## config.mk

```make
export PLATFORM = sky130hd
export DESIGN_NAME = clock_divider_bank_flat
export DESIGN_NICKNAME = d
export VERILOG_FILES = /design/src/rtl/clock_divider_bank_if.sv /design/src/rtl/clock_divider_bank.sv /design/src/flat_wrapper.sv
export SDC_FILE = /design/constraint.sdc
export NUM_CORES = 1
export LEC_CHECK = 0
export CAP_MARGIN = 20
export CORE_MARGIN = 1.5
export CORE_UTILIZATION = 59
export DETAILED_ROUTE_END_ITERATION = 7
export PLACE_DENSITY_LB_ADDON = 0.25
export SETUP_SLACK_MARGIN = 0.2
export SLEW_MARGIN = 20
export SYNTH_ARGS = -nofsm -noshare
export SYNTH_HDL_FRONTEND = slang
export SYNTH_SLANG_ARGS = --single-unit
```

## constraint.sdc

```tcl
create_clock -name clk -period 7.2 [get_ports clk]
set_input_delay 1.44 -clock clk [delete_from_list [all_inputs] [get_ports clk]]
set_output_delay 1.44 -clock clk [all_outputs]
set_load 0.01 [all_outputs]
```

## src/rtl/clock_divider_bank_if.sv

```systemverilog
// clock_divider_bank_if: control and status bundle for clock_divider_bank.
//   en      per-channel count enable
//   wr_en   divisor write strobe
//   wr_ch   channel addressed by a write
//   wr_div  divisor value to write
//   sync    global phase restart (only when CLKDIV_SYNC_EN is defined)
//   out_clk per-channel 50 % divided clock
//   tick    per-channel one-cycle terminal-count strobe
//   pend    per-channel divisor write awaiting the next terminal count
// Modports: master drives the controls, slave is the divider bank.
interface clock_divider_bank_if #(
  parameter int CHANNELS = 4,
  parameter int WIDTH    = 30,
  parameter int CH_W     = (CHANNELS > 1) ? $clog2(CHANNELS) : 1
);
  logic [CHANNELS-1:0] en;
  logic                wr_en;
  logic [CH_W-1:0]     wr_ch;
  logic [WIDTH-1:0]    wr_div;
`ifdef CLKDIV_SYNC_EN
  logic                sync;
`endif
  logic [CHANNELS-1:0] out_clk;
  logic [CHANNELS-1:0] tick;
  logic [CHANNELS-1:0] pend;

`ifdef CLKDIV_SYNC_EN
  modport master (output en, wr_en, wr_ch, wr_div, sync,
                  input  out_clk, tick, pend);
  modport slave  (input  en, wr_en, wr_ch, wr_div, sync,
                  output out_clk, tick, pend);
`else
  modport master (output en, wr_en, wr_ch, wr_div,
                  input  out_clk, tick, pend);
  modport slave  (input  en, wr_en, wr_ch, wr_div,
                  output out_clk, tick, pend);
`endif
endinterface

```

## src/rtl/clock_divider_bank.sv

```systemverilog
// clock_divider_bank: bank of independent programmable clock dividers.
// Each channel counts 0..div, then wraps, toggles out_clk and pulses tick,
// giving out_clk period 2*(div+1) and tick period div+1. Divisor writes to
// an enabled channel are shadowed and applied at the next terminal count.
// Ports:
//   clk  system clock
//   rst  synchronous, active-high reset
//   bus  clock_divider_bank_if.slave (en, wr_en, wr_ch, wr_div, [sync],
//        out_clk, tick, pend)
// Optional feature: define CLKDIV_SYNC_EN to add the global sync restart.
module clock_divider_bank #(
  parameter int CHANNELS    = 4,
  parameter int WIDTH       = 30,
  parameter int DEFAULT_DIV = 5000000,
  parameter int CH_W        = (CHANNELS > 1) ? $clog2(CHANNELS) : 1
) (
  input logic                 clk,
  input logic                 rst,
  clock_divider_bank_if.slave bus
);

  localparam logic [WIDTH-1:0] DIV_RST = WIDTH'(DEFAULT_DIV);

  logic [WIDTH-1:0]    cnt [CHANNELS];
  logic [WIDTH-1:0]    div [CHANNELS];
  logic [WIDTH-1:0]    shd [CHANNELS];
  logic [CHANNELS-1:0] pend_r;
  logic [CHANNELS-1:0] out_clk_r;
  logic [CHANNELS-1:0] tick_r;

  logic [CH_W-1:0]     wr_ch;
  logic [CHANNELS-1:0] wr_hit;
  logic [CHANNELS-1:0] tc;

  assign wr_ch = bus.wr_ch;

  // Out-of-range channel numbers match no index and are thereby ignored.
  always_comb begin
    wr_hit = '0;
    tc     = '0;
    for (int unsigned i = 0; i < CHANNELS; i++) begin
      wr_hit[i] = bus.wr_en && (32'(wr_ch) == i);
      tc[i]     = bus.en[i] && (cnt[i] == div[i]);
    end
  end

  always_ff @(posedge clk) begin
    if (rst) begin
      for (int unsigned i = 0; i < CHANNELS; i++) begin
        cnt[i] <= '0;
        div[i] <= DIV_RST;
        shd[i] <= DIV_RST;
      end
      pend_r    <= '0;
      out_clk_r <= '0;
      tick_r    <= '0;
    end else begin
      for (int unsigned i = 0; i < CHANNELS; i++) begin
`ifdef CLKDIV_SYNC_EN
        if (bus.sync) begin
          // Restart phase on every channel; settle any outstanding divisor.
          cnt[i]       <= '0;
          out_clk_r[i] <= 1'b0;
          tick_r[i]    <= 1'b0;
          pend_r[i]    <= 1'b0;
          if (wr_hit[i]) begin
            div[i] <= bus.wr_div;
            shd[i] <= bus.wr_div;
          end else if (pend_r[i]) begin
            div[i] <= shd[i];
          end
        end else begin
`else
        begin
`endif
          if (tc[i]) begin
            // Terminal count: the only point where div may change while
            // counting, so cnt never exceeds div.
            cnt[i]       <= '0;
            out_clk_r[i] <= ~out_clk_r[i];
            tick_r[i]    <= 1'b1;
            pend_r[i]    <= 1'b0;
            if (wr_hit[i]) begin
              div[i] <= bus.wr_div;
              shd[i] <= bus.wr_div;
            end else if (pend_r[i]) begin
              div[i] <= shd[i];
            end
          end else if (bus.en[i]) begin
            cnt[i]    <= cnt[i] + WIDTH'(1);
            tick_r[i] <= 1'b0;
            if (wr_hit[i]) begin
              shd[i]    <= bus.wr_div;
              pend_r[i] <= 1'b1;
            end
          end else begin
            tick_r[i] <= 1'b0;
            if (wr_hit[i]) begin
              // Idle channel: take the divisor immediately and realign.
              div[i]    <= bus.wr_div;
              shd[i]    <= bus.wr_div;
              cnt[i]    <= '0;
              pend_r[i] <= 1'b0;
            end
          end
        end
      end
    end
  end

  assign bus.out_clk = out_clk_r;
  assign bus.tick    = tick_r;
  assign bus.pend    = pend_r;

endmodule

```

## src/flat_wrapper.sv

```systemverilog
// flat-port wrapper written by rule: the top's interface ports become plain ports
module clock_divider_bank_flat 
#(
  parameter int CHANNELS    = 4,
  parameter int WIDTH       = 30,
  parameter int DEFAULT_DIV = 5000000,
  parameter int CH_W        = (CHANNELS > 1) ? $clog2(CHANNELS) : 1
)
  (clk, rst, bus_en, bus_wr_en, bus_wr_ch, bus_wr_div, bus_out_clk, bus_tick, bus_pend);
  clock_divider_bank_if #(.CHANNELS(CHANNELS), .WIDTH(WIDTH), .CH_W(CH_W)) bus_i ();
  input logic clk;
  input logic rst;
  input wire logic [$bits(bus_i.en)-1:0] bus_en;
  input wire logic [$bits(bus_i.wr_en)-1:0] bus_wr_en;
  input wire logic [$bits(bus_i.wr_ch)-1:0] bus_wr_ch;
  input wire logic [$bits(bus_i.wr_div)-1:0] bus_wr_div;
  output wire logic [$bits(bus_i.out_clk)-1:0] bus_out_clk;
  output wire logic [$bits(bus_i.tick)-1:0] bus_tick;
  output wire logic [$bits(bus_i.pend)-1:0] bus_pend;
  assign bus_i.en = bus_en;
  assign bus_i.wr_en = bus_wr_en;
  assign bus_i.wr_ch = bus_wr_ch;
  assign bus_i.wr_div = bus_wr_div;
  assign bus_out_clk = bus_i.out_clk;
  assign bus_tick = bus_i.tick;
  assign bus_pend = bus_i.pend;
  clock_divider_bank #(.CHANNELS(CHANNELS), .WIDTH(WIDTH), .DEFAULT_DIV(DEFAULT_DIV), .CH_W(CH_W)) u_core (.clk(clk), .rst(rst), .bus(bus_i));
endmodule
```

==> impl_metrics.csv <==
group,metric,value,unit
cts,htreeDepth,2,
floorplanning,die_w,176,µm
placed_design,place_inst,1815,
placed_design,dp_hpwl,26200,µm
timing,finalClockSkew,0.0186,ns
floorplanning,ioPinCount,51,
pwr,combPwrFrac,0.060,
cts,clock-sinks,372,
setup_path,ff2ff_setup_slack,3.49,ns
global_route,grt_pass1_wl,61600,µm
timing,setup_viol,0,
cells_and_area,multi_input_area,6210,µm²
pwr,power,4.99,mW
setup_path,critPathKind,"primary input to flop",
setup_path,reg2reg_from,"u_core.cnt[2][21]",
cts,insertion_delay,0.53,ns
global_route,grt_pass1_vias,10700,
setup_path,endpoint_kind,"flop",
floorplanning,coreArea,29600,µm²
cts,numCtsBuffers,39,
min_path,hold_class,"flop to flop",
cells_and_area,sequential_cell_area,11100,µm²
timing,worst_slew_pin_slew,0.940,ns
cts,hold_buffers,0,
pwr,power_leakage,6.91,nW
cells_and_area,area_growth,12.7,%
yosys,yosys_warnings,0,
yosys,ys.flop_type,"edfxtp_1",
placed_design,portBuffers,50,
routing,first_iter_violations,1496,
routing,drt-total-wl,40600,µm
yosys,synth_edf_count,360,
setup_path,crit_fanout,32,
placed_design,dpl_cell_area,18600,µm²
pwr,internal_power,3.87,mW
timing,finalSetupTns,0,ns
yosys,synth_area,17600,µm²
setup_path,startpoint,"bus_wr_en",
global_route,grt_antenna_before_repair,1,
pwr,sw_frac_of_total,0.225,
yosys,ys_ff_latch,372,
floorplanning,die_h,176,µm
global_route,overflow,0,
floorplanning,initial_core_util,0.597,
routing,routedWlPerCell,21.5,µm
timing,finalHoldViolations,0,
cts,path_clk_slew,0.06,ns
setup_path,startpoint_type,"primary input",
timing,min_period_over_period,0.585,
yosys,async_flop_share,0,
cts,cts_root_buffer,"clkbuf_16",
timing,period_needed,4.21,ns
placed_design,gp_congestion,0.847,
pwr,power-per-cell-area,251,nW/µm²
cells_and_area,n_antenna_cell,0,
routing,drtAntennaViolNets,0,
setup_path,cp-endpoint,"u_core.div[0][5]",
routing,dr.pass1.iters,5,
job,drv_cap,0,
yosys,syn-num-nets,1459,
global_route,grtUsageTotal,0.264,
cts,post_cts_buffers,0,
setup_path,cp.arrival,4.36,ns
pwr,ir_worst_vdd,0.207,mV
yosys,yosys.cell_types.count,46,
floorplanning,rows,63,
cells_and_area,layout.nets,1510,
routing,vias_per_cell,6.11,
setup_path,worstReg2RegEnd,"u_core.div[2][3]",
cells_and_area,finalInstanceArea,19900,µm²
cts,clock_path_buffers,3,
routing,dr_total_vias,11500,
cells_and_area,layout-drive-gt1-share,0.0708,
global_route,grt_max_degree,36,
pwr,seq_power_share,0.528,
yosys,avgSynthCellArea,12.5,µm²
yosys,syn_inst,1416,
yosys,synth_seq_area_share,0.626,
run_status,status,"finished, final reports clean",
pwr,power.switching,1.12,mW
routing,drc,0,
setup_path,reg2regPathDepth,6,
cells_and_area,stdcell_count,1887,
timing,rsz0062_at_grt,"no",
floorplanning,die-area,31000,µm²
cts,cts_resized,0,
cells_and_area,fillers,2153,
timing,max_freq,0.238,GHz
setup_path,cp_data_required_time,7.35,ns
timing,finalMaxSlewViolations,0,
cts,cts_tree,"done",
timing,maxSlewHeadroom,0.368,
pwr,power.share.clock,0.412,
logic make-up after synthesis:
family	synth area share
fa+ha+maj	0.00284
xor+xnor	0.112
compound gates	0.0647
simple gates	0.168
buf+inv	0.0252
mux	0.000638
flops	0.626
cell type report:
cell class                 count  area share
multi-input combinational    942       0.312
tap                          390      0.0245
clock inverter                18      0.0111
clock buffer                  53      0.0544
sequential                   372       0.556
timing repair buffer          74      0.0346
inverter                      38     0.00717
worst min path at each step:
| stage | startpoint | endpoint | slack (ns) | depth (start not counted) |
|---|---|---|---|---|
| finish | u_core.bus.out_clk[3] | u_core.bus.out_clk[3] | 0.52 | 2 |
| floorplan | u_core.bus.out_clk[0] | u_core.bus.out_clk[0] | 0.50 | 2 |
| global route | u_core.bus.out_clk[3] | u_core.bus.out_clk[3] | 0.52 | 2 |
| global placement | u_core.bus.out_clk[3] | u_core.bus.out_clk[3] | 0.50 | 2 |
| CTS | u_core.bus.out_clk[3] | u_core.bus.out_clk[3] | 0.51 | 2 |
| detailed placement | u_core.bus.out_clk[3] | u_core.bus.out_clk[3] | 0.50 | 2 |
state kept, by name (all words and copies together), names as in the netlist:
signal              flops
u_core.div            120
u_core.bus.out_clk      4
u_core.shd            120
u_core.bus.tick         4
u_core.bus.pend         4
u_core.cnt            120
synthesized netlist by cell type, types with 4 or more instances:
cell      instances  area [µm²]
nand3_1          51         255
nor2_1          144         541
xnor2_1          55         482
nor4_1           77         482
or3_1            12        75.1
and3_1           14        87.6
ha_1              4        50.1
and2_1           94         588
inv_1            38         143
nand2b_1          5        31.3
a22o_1           87         762
o21ai_0           9        45.0
nand2_1          71         267
and4_1           10        87.6
edfxtp_1        360       10800
a21oi_1          36         180
buf_2            23         115
nand4_1          36         225
dfxtp_1          12         240
clkbuf_1         34         128
a22oi_1           8        60.1
nor3_1           24         120
xor2_1          171        1500
cell usage in the layout (no fill, tap or decap), types with 5 or more instances in the layout:
cell type,n
nor3_1,23
nand4_1,36
xnor2_1,55
nand2_1,71
and4_1,10
nand2b_1,5
inv_1,38
bufinv_16,5
buf_4,23
nand3_1,51
or3_1,9
nor2_1,144
and2_1,94
a22o_1,87
and3_1,14
clkbuf_1,11
edfxtp_1,360
dfxtp_1,12
clkdlybuf4s50_1,50
a21oi_1,36
nor4_1,77
xor2_1,171
clkbuf_16,41
o21ai_0,7
a22oi_1,8
clkinv_2,8
per-layer routing:
metal / routed length (µm) / track usage / share of wire / vias up
li1: - / - / - / 5318
met1: 17400 / 0.386 / 0.43 / 5605
met2: 18400 / 0.402 / 0.45 / 504
met3: 3230 / 0.0411 / 0.080 / 104
met4: 1600 / 0.101 / 0.039 / 0
met5: 0 / 0 / 0 / -
critical path, stage by stage:
cell	delay, ns
clkdlybuf4s50_1	0.56
nor3b_2	0.49
nor2b_1	0.20
buf_4	0.29
nand3_1	0.19
o31ai_4	0.39
buf_8	0.23
or3_2	0.56
metrics by stage:
stage	setup slack, ns	utilization	hold slack [ns]
2_1_floorplan	3.17	-	0.496
3_3_place_gp	1.84	0.628	0.499
3_5_place_dp	1.72	0.628	0.501
4_1_cts	2.26	0.672	0.515
5_1_grt	2.83	0.673	0.525
6_report	2.99	0.673	0.525
power groups by stage:
stage               clock network (mW)  registers [mW]  logic (mW)
CTS                               2.07            2.63       0.296
global route                      2.15            2.65       0.324
global placement                     0            2.67       0.284
finish                            2.06            2.63       0.297
floorplan                            0            2.64       0.184
detailed placement                   0            2.68       0.293
No activity file was read; power rests on OpenSTA's default activity.
==> RTL edit, RTL diff (same flow settings) <==
`CHANNELS` is set to 4 in 3 places; all go to 8.
--- a/src/rtl/clock_divider_bank_if.sv
+++ b/src/rtl/clock_divider_bank_if.sv
@@ -11,3 +11,3 @@
 interface clock_divider_bank_if #(
-  parameter int CHANNELS = 4,
+  parameter int CHANNELS = 8,
   parameter int WIDTH    = 30,
--- a/src/rtl/clock_divider_bank.sv
+++ b/src/rtl/clock_divider_bank.sv
@@ -11,3 +11,3 @@
 module clock_divider_bank #(
-  parameter int CHANNELS    = 4,
+  parameter int CHANNELS    = 8,
   parameter int WIDTH       = 30,
--- a/src/flat_wrapper.sv
+++ b/src/flat_wrapper.sv
@@ -3,3 +3,3 @@
 #(
-  parameter int CHANNELS    = 4,
+  parameter int CHANNELS    = 8,
   parameter int WIDTH       = 30,
Interface: changed (5 resized); port bits go from 51 to 68. No check against the original RTL was run, so the function may have changed too.
==> RTL edit against the original RTL <==
- the flow now finishes with violations (design-rule violations)
- critical path type unchanged
- cell area is 99% higher
- synthesized area is 100% higher
- global-route usage is 1.5 points higher
- wire length is 110% higher
- largest power group unchanged
- sequential cell count is 372 higher
- power is 100% higher
- combinational power is 99% higher
- highest routed layer is now met5
- critical endpoint is now u_core.div[0][53]
- clock skew hardly changed
- worst setup slack worse by 0.077 ns
- largest cell class unchanged
==> RTL edit: results (changes against the original RTL) <==
status=finished with violations; failing checks=design-rule violations; placed wire-length estimate after detailed placement=56390 µm (+120%); routed wire length=84510 µm (+110%); Worst Hold Margin=0.4991 ns (-0.02572 ns); routed wire length on met2=38220 µm (+110%); layout cells sized above 1=9.122% (+2.0 points); number of standard cells in the layout, taps in and fillers out=3689 (+95%); Final non-clock buffer share=2.370% (-1.1 points); Port Buf Inserts=67 (+34%); highest net fanout along the worst path=30 (-6.3%); Final Total Pwr=10.10 mW (+100%); Register-to-Register Setup Slack=3.33 ns (-0.16 ns); H-tree levels=3 (+1); met3 capacity usage during global routing=4.650% (+0.54 points); clock network power share=42.1% (+0.9 points); global placement routability congestion=0.8979 (+6.0%); power in combinational cells=0.591 mW (+99%); count of flip-flops and latches=744 (+100%); average vias per placed instance=6.217 (+1.7%); top cell types by occurrence after synthesis=sky130_fd_sc_hd__edfxtp_1 (720), sky130_fd_sc_hd__nor2_1 (366), sky130_fd_sc_hd__xor2_1 (352), sky130_fd_sc_hd__a22o_1 (131), sky130_fd_sc_hd__xnor2_1 (106); fill cell count=4143 (+92%); global routing usage summed across all routing layers=27.95% (+1.5 points); Seq/total area=55.97% (+0.39 points); endpoint of the most critical register-to-register path=u_core.div[0][147]; launch instance of the worst min-delay path=u_core.bus.out_clk[4]; critical path's largest stage delay=0.92 ns (+0.36 ns); Unique masters post-synth=58 (+26%); number of buffers outside the clock class in the layout=98 (+32%); xor and xnor fraction of the mapped netlist area=11.34% (+0.12 points); multi-input combinational cell count=1827 (+94%); sequential fraction of the synthesis area=62.46% (-0.15 points); wire length of the first global-routing pass=130500 µm (+110%); Signal inverters=102 (+170%); post-synthesis compound-gate area fraction=4.986% (-1.5 points); global-route met1 utilization=40.50% (+1.9 points); static leakage=14.09 nW (+100%); cell area reported after detailed placement=0.03670 mm² (+98%); area used by multi-input combinational logic=0.01240 mm² (+100%); largest vdd supply drop=193.4 µV (-6.4%); die area=0.06145 mm² (+98%); multiplexer fraction of the synthesized cell area=2.118% (+2.1 points); M2 GR Usage=42.06% (+1.8 points); DRC Markers=4 (+4); Routed met3 length=6628 µm (+110%); cell internal pwr=7.788 mW (+100%); count of clock buffers in the final design=91 (+72%); most area-consuming cells after synthesis=sky130_fd_sc_hd__edfxtp_1 (61%), sky130_fd_sc_hd__xor2_1 (8.7%), sky130_fd_sc_hd__nor2_1 (3.9%); launch point of the worst reg-to-reg path=u_core.cnt[0][127]; Final Net Count=2903 (+92%); DR iter-0 viols=2661 (+78%)
## RTL edit: cell count changes after synthesis, sizes merged, moves of 29 or more
| cell | delta |
|---|---|
| mux2 | +46 |
| edfxtp | +360 |
| nand3 | +33 |
| nor2 | +222 |
| and3 | +29 |
| inv | +64 |
| xnor2 | +51 |
| nand4 | +71 |
| xor2 | +181 |
| buf | +33 |
| a22o | +44 |
| clkbuf | +36 |
| nor3 | +68 |
## RTL edit: worst max path at each step
stage | startpoint | endpoint | slack (ns)
5_1_grt | bus_wr_ch[2] | u_core.div[0][47] | 2.69
2_1_floorplan | rst | u_core.div[0][210] | 1.92
3_5_place_dp | bus_wr_ch[2] | u_core.div[0][53] | 1.97
3_3_place_gp | bus_wr_ch[2] | u_core.div[0][56] | 2.16
4_1_cts | bus_wr_ch[2] | u_core.div[0][47] | 2.61
6_report | bus_wr_ch[2] | u_core.div[0][53] | 2.91
